$ cat config.mk
export PLATFORM = sky130hd
export DESIGN_NAME = bldcm_pwm_capture
export DESIGN_NICKNAME = d
export VERILOG_FILES = /design/src/rtl/bldcm_pwm_capture.sv
export SDC_FILE = /design/constraint.sdc
export NUM_CORES = 1
export LEC_CHECK = 0
export ABC_AREA = 1
export CORE_MARGIN = 1.5
export CORE_UTILIZATION = 58
export CTS_CLUSTER_DIAMETER = 30
export DETAILED_ROUTE_END_ITERATION = 12
export GPL_ROUTABILITY_DRIVEN = 0
export PLACE_DENSITY = 0.88
export SLEW_MARGIN = 20
export SYNTH_ARGS = -nofsm -noshare
export SYNTH_HDL_FRONTEND = slang
export SYNTH_SLANG_ARGS = --single-unit
$ cat constraint.sdc
create_clock -name iClock -period 9.91 [get_ports iClock]
set_input_delay 0.991 -clock iClock [delete_from_list [all_inputs] [get_ports iClock]]
set_output_delay 0.991 -clock iClock [all_outputs]
set_load 0.01 [all_outputs]
$ cat src/rtl/bldcm_pwm_capture.sv
// PWM capture: measures high time and rise-to-rise period of iPwm in iClock cycles.
// Optional glitch filter enabled by defining BLDCM_PWMCAP_FILTER_EN.
module bldcm_pwm_capture #(
   parameter int unsigned pCounterWidth = 32,
   parameter int unsigned pSyncStages   = 2,
   parameter int unsigned pFilterLen    = 4
) (
   input  logic                     iClock,
   input  logic                     iReset,
   input  logic                     iEnable,
   input  logic                     iPwm,
   input  logic [pCounterWidth-1:0] iTimeout,
   output logic [pCounterWidth-1:0] oHighCnt,
   output logic [pCounterWidth-1:0] oPeriodCnt,
   output logic                     oValid,
   output logic                     oTimeout,
   output logic                     oLevel
);

   typedef enum logic [1:0] {IDLE, HIGH, LOW} tState;

   localparam logic [pCounterWidth-1:0] cOne = pCounterWidth'(1);

   if (pSyncStages < 2 || pFilterLen < 1) begin : gParamCheck
      $error("bldcm_pwm_capture: pSyncStages must be >= 2 and pFilterLen >= 1");
   end

   logic [pSyncStages-1:0] rSync;
   logic                   sPwm;
   logic                   level;
   logic                   rPrev;
   logic                   rise;
   logic                   fall;

   // NOTE: sequential state uses non-blocking assignments so every flop samples pre-edge values.
   always_ff @(posedge iClock or posedge iReset) begin
      if (iReset) rSync <= '0;
      else        rSync <= {rSync[pSyncStages-2:0], iPwm};
   end

   assign sPwm = rSync[pSyncStages-1];

`ifdef BLDCM_PWMCAP_FILTER_EN
   localparam int unsigned cFiltW = $clog2(pFilterLen + 1);

   logic [cFiltW-1:0] rFiltCnt;
   logic              rFilt;

   // The filtered level follows sPwm only once it has disagreed for pFilterLen straight cycles.
   always_ff @(posedge iClock or posedge iReset) begin
      if (iReset) begin
         rFilt    <= 1'b0;
         rFiltCnt <= '0;
      end else if (sPwm == rFilt) begin
         rFiltCnt <= '0;
      end else if (rFiltCnt == cFiltW'(pFilterLen - 1)) begin
         rFilt    <= sPwm;
         rFiltCnt <= '0;
      end else begin
         rFiltCnt <= rFiltCnt + 1'b1;
      end
   end

   assign level = rFilt;
`else
   assign level = sPwm;
`endif

   always_ff @(posedge iClock or posedge iReset) begin
      if (iReset) rPrev <= 1'b0;
      else        rPrev <= level;
   end

   assign rise   = level & ~rPrev;
   assign fall   = ~level & rPrev;
   assign oLevel = level;

   tState                    rState, nState;
   logic [pCounterWidth-1:0] rCnt, nCnt, cntInc;
   logic [pCounterWidth-1:0] rHigh, nHigh;
   logic [pCounterWidth-1:0] nHighOut, nPeriodOut;
   logic                     nValid, nTimeout;
   logic                     tmoHit;

   assign cntInc = (&rCnt) ? rCnt : rCnt + 1'b1;
   assign tmoHit = (iTimeout != '0) && (rCnt >= iTimeout);

   // NOTE: every combinational output gets a default first so no path leaves it unassigned (no latches).
   always_comb begin
      nState     = rState;
      nCnt       = rCnt;
      nHigh      = rHigh;
      nHighOut   = oHighCnt;
      nPeriodOut = oPeriodCnt;
      nValid     = 1'b0;
      nTimeout   = oTimeout;
      if (!iEnable) begin
         nState = IDLE;
         nCnt   = '0;
      end else begin
         unique case (rState)
            IDLE: begin
               nCnt = '0;
               if (rise) begin
                  nState = HIGH;
                  nCnt   = cOne;
               end
            end
            HIGH: begin
               nCnt = cntInc;
               if (tmoHit) begin
                  nTimeout = 1'b1;
                  nState   = IDLE;
                  nCnt     = '0;
               end else if (fall) begin
                  nHigh  = rCnt;
                  nState = LOW;
               end
            end
            LOW: begin
               // A rise wins over a simultaneous timeout, so a period equal to iTimeout still reports.
               if (rise) begin
                  nPeriodOut = rCnt;
                  nHighOut   = rHigh;
                  nValid     = 1'b1;
                  nTimeout   = 1'b0;
                  nCnt       = cOne;
                  nState     = HIGH;
               end else if (tmoHit) begin
                  nTimeout = 1'b1;
                  nState   = IDLE;
                  nCnt     = '0;
               end else begin
                  nCnt = cntInc;
               end
            end
            default: begin
               nState = IDLE;
               nCnt   = '0;
            end
         endcase
      end
   end

   always_ff @(posedge iClock or posedge iReset) begin
      if (iReset) begin
         rState     <= IDLE;
         rCnt       <= '0;
         rHigh      <= '0;
         oHighCnt   <= '0;
         oPeriodCnt <= '0;
         oValid     <= 1'b0;
         oTimeout   <= 1'b0;
      end else begin
         rState     <= nState;
         rCnt       <= nCnt;
         rHigh      <= nHigh;
         oHighCnt   <= nHighOut;
         oPeriodCnt <= nPeriodOut;
         oValid     <= nValid;
         oTimeout   <= nTimeout;
      end
   end

endmodule

==> qor.yml, run 1 <==
die_w_um: 111
post_cts_hold_buffer_count: 0
cp.buffers_inverters: 3
post_synthesis_instance_area_um2: 6710
p_per_area_nw_per_um2: 202
syn_to_final_growth_pct: 26.2
leftover_overflow_at_the_end_of_global_routing: 0
worst_r2r_endpoint: "rHigh[23]"
critical_path.endpoint_type: "register"
num_vias: 5960
yosysWarningCount: 0
crit_type: "in2reg"
finalHoldViolations: 0
required_ns: 10.19
critical_path_depth: 16
slew_headroom_pct: 42.2
timing_max_transition_violations_final: 0
cp_cell_sequence: "clkdlybuf4s50_1 -> inv_1 -> ha_1 -> nand2_1 -> inv_1 -> nand2_1 -> nand2_1 -> nand2_1 -> nand2_1 -> nor2_1 -> nand2_1 -> nand2_1 -> nand2_1 -> nand2_2 -> nand3_4 -> o21ai_0"
reg2reg_from: "rCnt[11]"
max-cap-violations: 0
unrepaired_setup_endpoints_after_global_routing: "false"
max_freq_mhz: 282
outcome: "complete, no violations"
synth_area_per_cell_um2: 8.34
global_route_usage_sum_pct: 29.8
grt_antenna_before_repair: 0
pin_count_of_the_biggest_net_entering_global_routing: 74
detail_route.vias_per_cell: 5.63
synth_enable_flop_cells: 0
final_cell_count_no_fill: 1059
synthFlopType: "dfrtp_1"
floorplan.die_area_um2: 12200
tritoncts_clock_tree: "built"
slowest_stage: "o21ai_0"
worst_path_dominant_cell_family: "simple AND/OR/NAND/NOR gates"
postCtsResizedCells: 0
cts_root_buf: "clkbuf_16"
async_set_or_reset_flop_fraction_in_the_synthesized_netlist_pct: 100
initial_core_util_pct: 59.0
worst-endpoint-arrival_ns: 3.83
path_common_cell: "nand2_1"
cts.repair_timing.setup_buffer_count: 0
drt_drc_violations_left: 0
pin_count: 103
finalClockSkew_ns: 0.0112
synth-seq-cells: 135
synth.yosys.seq_area_share_pct: 50.4
setup.worst_path.end: "rHigh[23]"
vdd_drop_max_uv: 153
yosys.cell_types.count: 35
grt_pass1_vias: 5935
routed_wire_length_per_instance_um: 16.3
drtPass1Iterations: 5
num_antenna_cells: 0
clockBufferDepth: 2
dp.final_hpwl_mm: 11.3
final_period_minus_worst_setup_slack_ns: 3.55
final_antenna_net_count: 0
placed_cells_incl_taps: 1029
cellLeakagePower_nw: 4.10
fin_crit_sh_pct: 35.8
critPathMaxStageDelay_ns: 0.55
insertion_delay_ns: 0.42
worstRegToRegCells: 14
numCtsBuffers: 17
cp-startpoint: "iTimeout[11]"
reg_clk_slew_reported_paths_ns: 0.06
reg2reg_setup_slack_ns: 6.94
final_net_count: 978
worst_pin_slew_ns: 0.868
tns_ns: 0
setup_viol_count_final: 0
placeableCoreArea_um2: 11400
port_buffers: 102
drive_gt1_share_pct: 5.79
grt_first_pass_wirelength_mm: 29.0
rows: 39
postSynthNetCount: 877
drt-initial-drc-count: 619
ctsHtreeMaxLevel: 4
clock_net_sink_count: 135
die_height_um: 111
worst_path_maximum_fanout: 64
hp-class: "reg2reg"
routed_wl_mm: 17.3
synthCells: 804
start_kind: "input pin"
-- final cells by class --
cell class | instances | area [um2]
Clock inverter | 8 | 146
Tap cell | 143 | 179
Multi-Input combinational cell | 550 | 2880
Inverter | 96 | 363
Timing Repair Buffer | 105 | 1040
Fill cell | 763 | 2910
Sequential cell | 135 | 3380
Clock buffer | 22 | 474
-- logic make-up (layout without fill, tap and decap cells) --
family | Yosys count | after routing | synth area share [%]
DFF | 135 | 135 | 50.4
buffers and inverters | 119 | 231 | 6.81
xor gates and xnor gates | 17 | 17 | 2.22
AOI/OAI and AO/OA | 108 | 108 | 8.51
and+or+nand+nor | 388 | 388 | 25.2
adders and majority gates | 37 | 37 | 6.90
-- through the flow --
stage               cell area (um2)  hold slack [ns]  worst slack (ns)  utilization [%]  power [W]
floorplan                      6710            0.331              5.31                -   0.000842
global placement               7830            0.333              5.99             68.9    0.00102
detailed placement             7830            0.342              5.79             68.9    0.00104
CTS                            8450            0.355              6.03             74.4    0.00171
global route                   8460            0.366              6.21             74.4    0.00177
finish                         8460            0.353              6.36             74.4    0.00171
-- per-layer routing --
layer	GRT usage (%)	share of wire, %
met1	38.7	41
met2	47.0	47
met3	6.64	6.9
met4	15.8	4.6
met5	0	0
-- synth_stat cells (3+ instances only) --
library cell,number,area share (%)
a21oi_1,21,1.6
a31oi_1,9,0.84
buf_1,3,0.17
buf_2,8,0.60
clkbuf_1,12,0.67
dfrtp_1,135,50
ha_1,37,6.9
inv_1,94,5.3
nand2_1,263,15
nand2_2,3,0.28
nand3_1,15,1.1
nand3_2,3,0.45
nand4_1,17,1.6
nor2_1,54,3.0
nor2_2,3,0.28
nor3_1,12,0.90
nor4_1,7,0.65
o21ai_0,69,5.2
xor2_1,17,2.2
-- flip-flops by register name, indices dropped and copies added (netlist names) --
signal	count
oPeriodCnt	32
oTimeout	1
rSync	2
oValid	1
rCnt	32
rHigh	32
oHighCnt	32
rState	2
rPrev	1
-- worst min path at each step --
stage,from,end,slack [ns],cells after the start
after CTS,rSync[0],rSync[1],0.36,0
after detailed placement,rSync[0],rSync[1],0.34,0
final,rSync[0],rSync[1],0.35,0
after global placement,rSync[0],rSync[1],0.33,0
after floorplan,rSync[0],rSync[1],0.33,0
after global routing,rSync[0],rSync[1],0.37,0
-- placed cells by master, fill, tap and decap left out, types with 2 or more instances in the layout --
| cell type | n |
|---|---|
| o21a_1 | 2 |
| o21ai_1 | 2 |
| clkdlybuf4s50_1 | 102 |
| clkinv_2 | 2 |
| nand3_1 | 15 |
| buf_4 | 3 |
| nand4_1 | 17 |
| nand2_2 | 4 |
| nor2_2 | 3 |
| clkbuf_16 | 17 |
| a21oi_1 | 21 |
| a211oi_1 | 2 |
| ha_1 | 37 |
| nor4_1 | 7 |
| xor2_1 | 17 |
| inv_1 | 93 |
| o21ai_0 | 69 |
| nor2_1 | 54 |
| nand3_4 | 2 |
| dfrtp_1 | 135 |
| bufinv_16 | 4 |
| clkbuf_8 | 3 |
| clkbuf_1 | 2 |
| nor3_1 | 12 |
| nor2_4 | 2 |
| nand3_2 | 2 |
| a21o_1 | 2 |
| inv_2 | 2 |
| a31oi_1 | 9 |
| nand2_1 | 262 |
-- report_power, final --
group	switching, W	internal, W	total, W	leakage (nW)
combinational	0.000173	0.000178	0.000351	1.97
sequential	0.0000584	0.000629	0.000687	1.83
clock	0.000230	0.000438	0.000668	0.302
No activity file was read; power rests on OpenSTA's default activity.
==> run 2: changes to the inputs <==
--- a/config.mk
+++ b/config.mk
@@ -7,11 +7,11 @@
 export LEC_CHECK = 0
 export ABC_AREA = 1
 export CORE_MARGIN = 1.5
-export CORE_UTILIZATION = 58
+export CORE_UTILIZATION = 49
 export CTS_CLUSTER_DIAMETER = 30
 export DETAILED_ROUTE_END_ITERATION = 12
 export GPL_ROUTABILITY_DRIVEN = 0
-export PLACE_DENSITY = 0.88
+export PLACE_DENSITY = 0.79
 export SLEW_MARGIN = 20
 export SYNTH_ARGS = -nofsm -noshare
 export SYNTH_HDL_FRONTEND = slang
==> constraint.sdc (replaced) <==
create_clock -name iClock -period 3 [get_ports iClock]
set_input_delay 0.3 -clock iClock [delete_from_list [all_inputs] [get_ports iClock]]
set_output_delay 0.3 -clock iClock [all_outputs]
set_load 0.01 [all_outputs]
==> run 2 against run 1 <==
Global-route usage is 5.8 points lower. Non-clock buffer count up 3. First-iteration DRC count up 9.2%. Largest cell class unchanged. Via count fell by 4.0%. Hold slack worse by 0.022 ns. Power grew to 3.2 times the previous value. Highest routed layer unchanged. Critical endpoint is now rHigh[2].
==> qor.yml, run 2 (synthesis results as in run 1) <==
cellLeakagePower_nw: 4.12
drt-initial-drc-count: 676
most_frequent_standard_cell_in_the_layout_excluding_fill_and_tap_cells: "nand2_1"
reg2reg_setup_slack_ns: 0.77
leftover_overflow_at_the_end_of_global_routing: 0
reg2reg_from: "rCnt[14]"
path_common_cell: "nand2_1"
slew_headroom_pct: 45.2
worst-endpoint-arrival_ns: 2.51
placed_cells_incl_taps: 1065
die_w_um: 120
pin_count: 103
layout.filler_cells: 1089
slowest_stage: "dfrtp_1"
drive_gt1_share_pct: 6.08
grt_antenna_before_repair: 0
setup.worst_path.end: "rHigh[2]"
final_cell_count_no_fill: 1097
timing_max_transition_violations_final: 0
cp-startpoint: "rCnt[14]"
dp.final_hpwl_mm: 11.3
floorplan.die_area_um2: 14400
tritoncts_clock_tree: "built"
numCtsBuffers: 17
detail_route.vias_per_cell: 5.21
routed_wire_length_per_instance_um: 14.6
hp-class: "in2reg"
drt_drc_violations_left: 0
die_height_um: 120
pin_count_of_the_biggest_net_entering_global_routing: 136
grt_pass1_vias: 5603
share_clk_of_total_power_pct: 38.1
clockBufferDepth: 2
switching_share_pct: 26.7
start_kind: "register"
cts.repair_timing.setup_buffer_count: 0
worst_r2r_endpoint: "rHigh[2]"
critPathMaxStageDelay_ns: 0.45
vdd_drop_max_uv: 445
finalHoldViolations: 0
tns_ns: 0
worst_path_maximum_fanout: 64
num_antenna_cells: 0
p_per_area_nw_per_um2: 647
syn_to_final_growth_pct: 27.3
drtPass1Iterations: 5
power.share.combinational_pct: 21.3
clock_net_sink_count: 135
post_cts_hold_buffer_count: 0
postCtsResizedCells: 0
global_route_usage_sum_pct: 24.0
max_freq_mhz: 448
max-cap-violations: 0
setup_viol_count_final: 0
rows: 42
cts_root_buf: "clkbuf_16"
finalClockSkew_ns: 0.00903
power_report.internal_total_w: 0.00405
final_antenna_net_count: 0
unrepaired_setup_endpoints_after_global_routing: "false"
port_buffers: 102
crit_type: "reg2reg"
final_net_count: 981
worst_pin_slew_ns: 0.822
critical_path.endpoint_type: "register"
routed_wl_mm: 16.1
fin_crit_sh_pct: 74.5
reg_clk_slew_reported_paths_ns: 0.06
placeableCoreArea_um2: 13300
required_ns: 3.28
layout.cells.most_common_list: "nand2_1, dfrtp_1, clkdlybuf4s50_1"
power.net_switching_w: 0.00147
ctsHtreeMaxLevel: 4
outcome: "complete, no violations"
seq_power_share_pct: 40.6
num_vias: 5720
grt_first_pass_wirelength_mm: 27.1
initial_core_util_pct: 50.4
insertion_delay_ns: 0.41
cp_cell_sequence: "ha_1 -> nand2_1 -> nor2_1 -> nand2_1 -> nor2_1 -> nor2_1 -> nand2_1 -> nand2_1 -> nand2_1 -> nand2_2 -> nand3_2 -> buf_12 -> o21ai_0"
worstRegToRegCells: 13
final_period_minus_worst_setup_slack_ns: 2.23
## run 2: power by group through the flow
stage	logic [W]	clock network, W	registers, W
2_1_floorplan	0.000433	0	0.00235
3_3_place_gp	0.00114	0	0.00226
3_5_place_dp	0.00116	0	0.00227
4_1_cts	0.00118	0.00212	0.00224
5_1_grt	0.00129	0.00221	0.00227
6_report	0.00117	0.00211	0.00225
## run 2: worst max-delay path, delay by kind of cell (launching register included)
family	cells	cell delay, ns
and+or+nand+nor	10	0.97
DFF	1	0.45
adders and majority gates	1	0.30
buffers and inverters	1	0.23
AOI/OAI and AO/OA	1	0.13
## run 2: worst min path at each step
stage | to | startpoint | cells past startpoint | slack, ns
4_1_cts | rSync[0] | iPwm | 1 | 0.33
3_5_place_dp | rSync[1] | rSync[0] | 0 | 0.34
2_1_floorplan | rSync[1] | rSync[0] | 0 | 0.33
3_3_place_gp | rSync[1] | rSync[0] | 0 | 0.33
5_1_grt | rSync[0] | iPwm | 1 | 0.33
6_report | rSync[0] | iPwm | 1 | 0.33
## run 2: per-layer routing
metal	up-vias	GRT usage [%]	wire, um
li1	2785	-	-
met1	2696	33.0	7430
met2	204	37.5	7430
met3	35	4.71	772
met4	0	9.38	437
met5	-	0	0
## run 2: area by class of cell
| type | count | area [um2] | share of cell area, % |
|---|---|---|---|
| Inverter | 96 | 364 | 4.26 |
| Clock buffer | 23 | 478 | 5.60 |
| Clock inverter | 9 | 123 | 1.44 |
| Timing Repair Buffer | 108 | 1100 | 12.9 |
| Tap cell | 176 | 220 | 2.58 |
| Multi-Input combinational cell | 550 | 2870 | 33.6 |
| Sequential cell | 135 | 3380 | 39.6 |
## run 2: metrics by stage
step	utilization [%]	total power (W)	instance area, um2	hold WS, ns	setup WS [ns]
floorplan	-	0.00278	6710	0.331	1.02
detailed placement	59.7	0.00343	7940	0.340	0.451
CTS	64.2	0.00554	8540	0.325	0.783
global placement	59.7	0.00341	7940	0.331	0.509
global route	64.2	0.00578	8540	0.326	0.551
finish	64.2	0.00553	8540	0.331	0.766
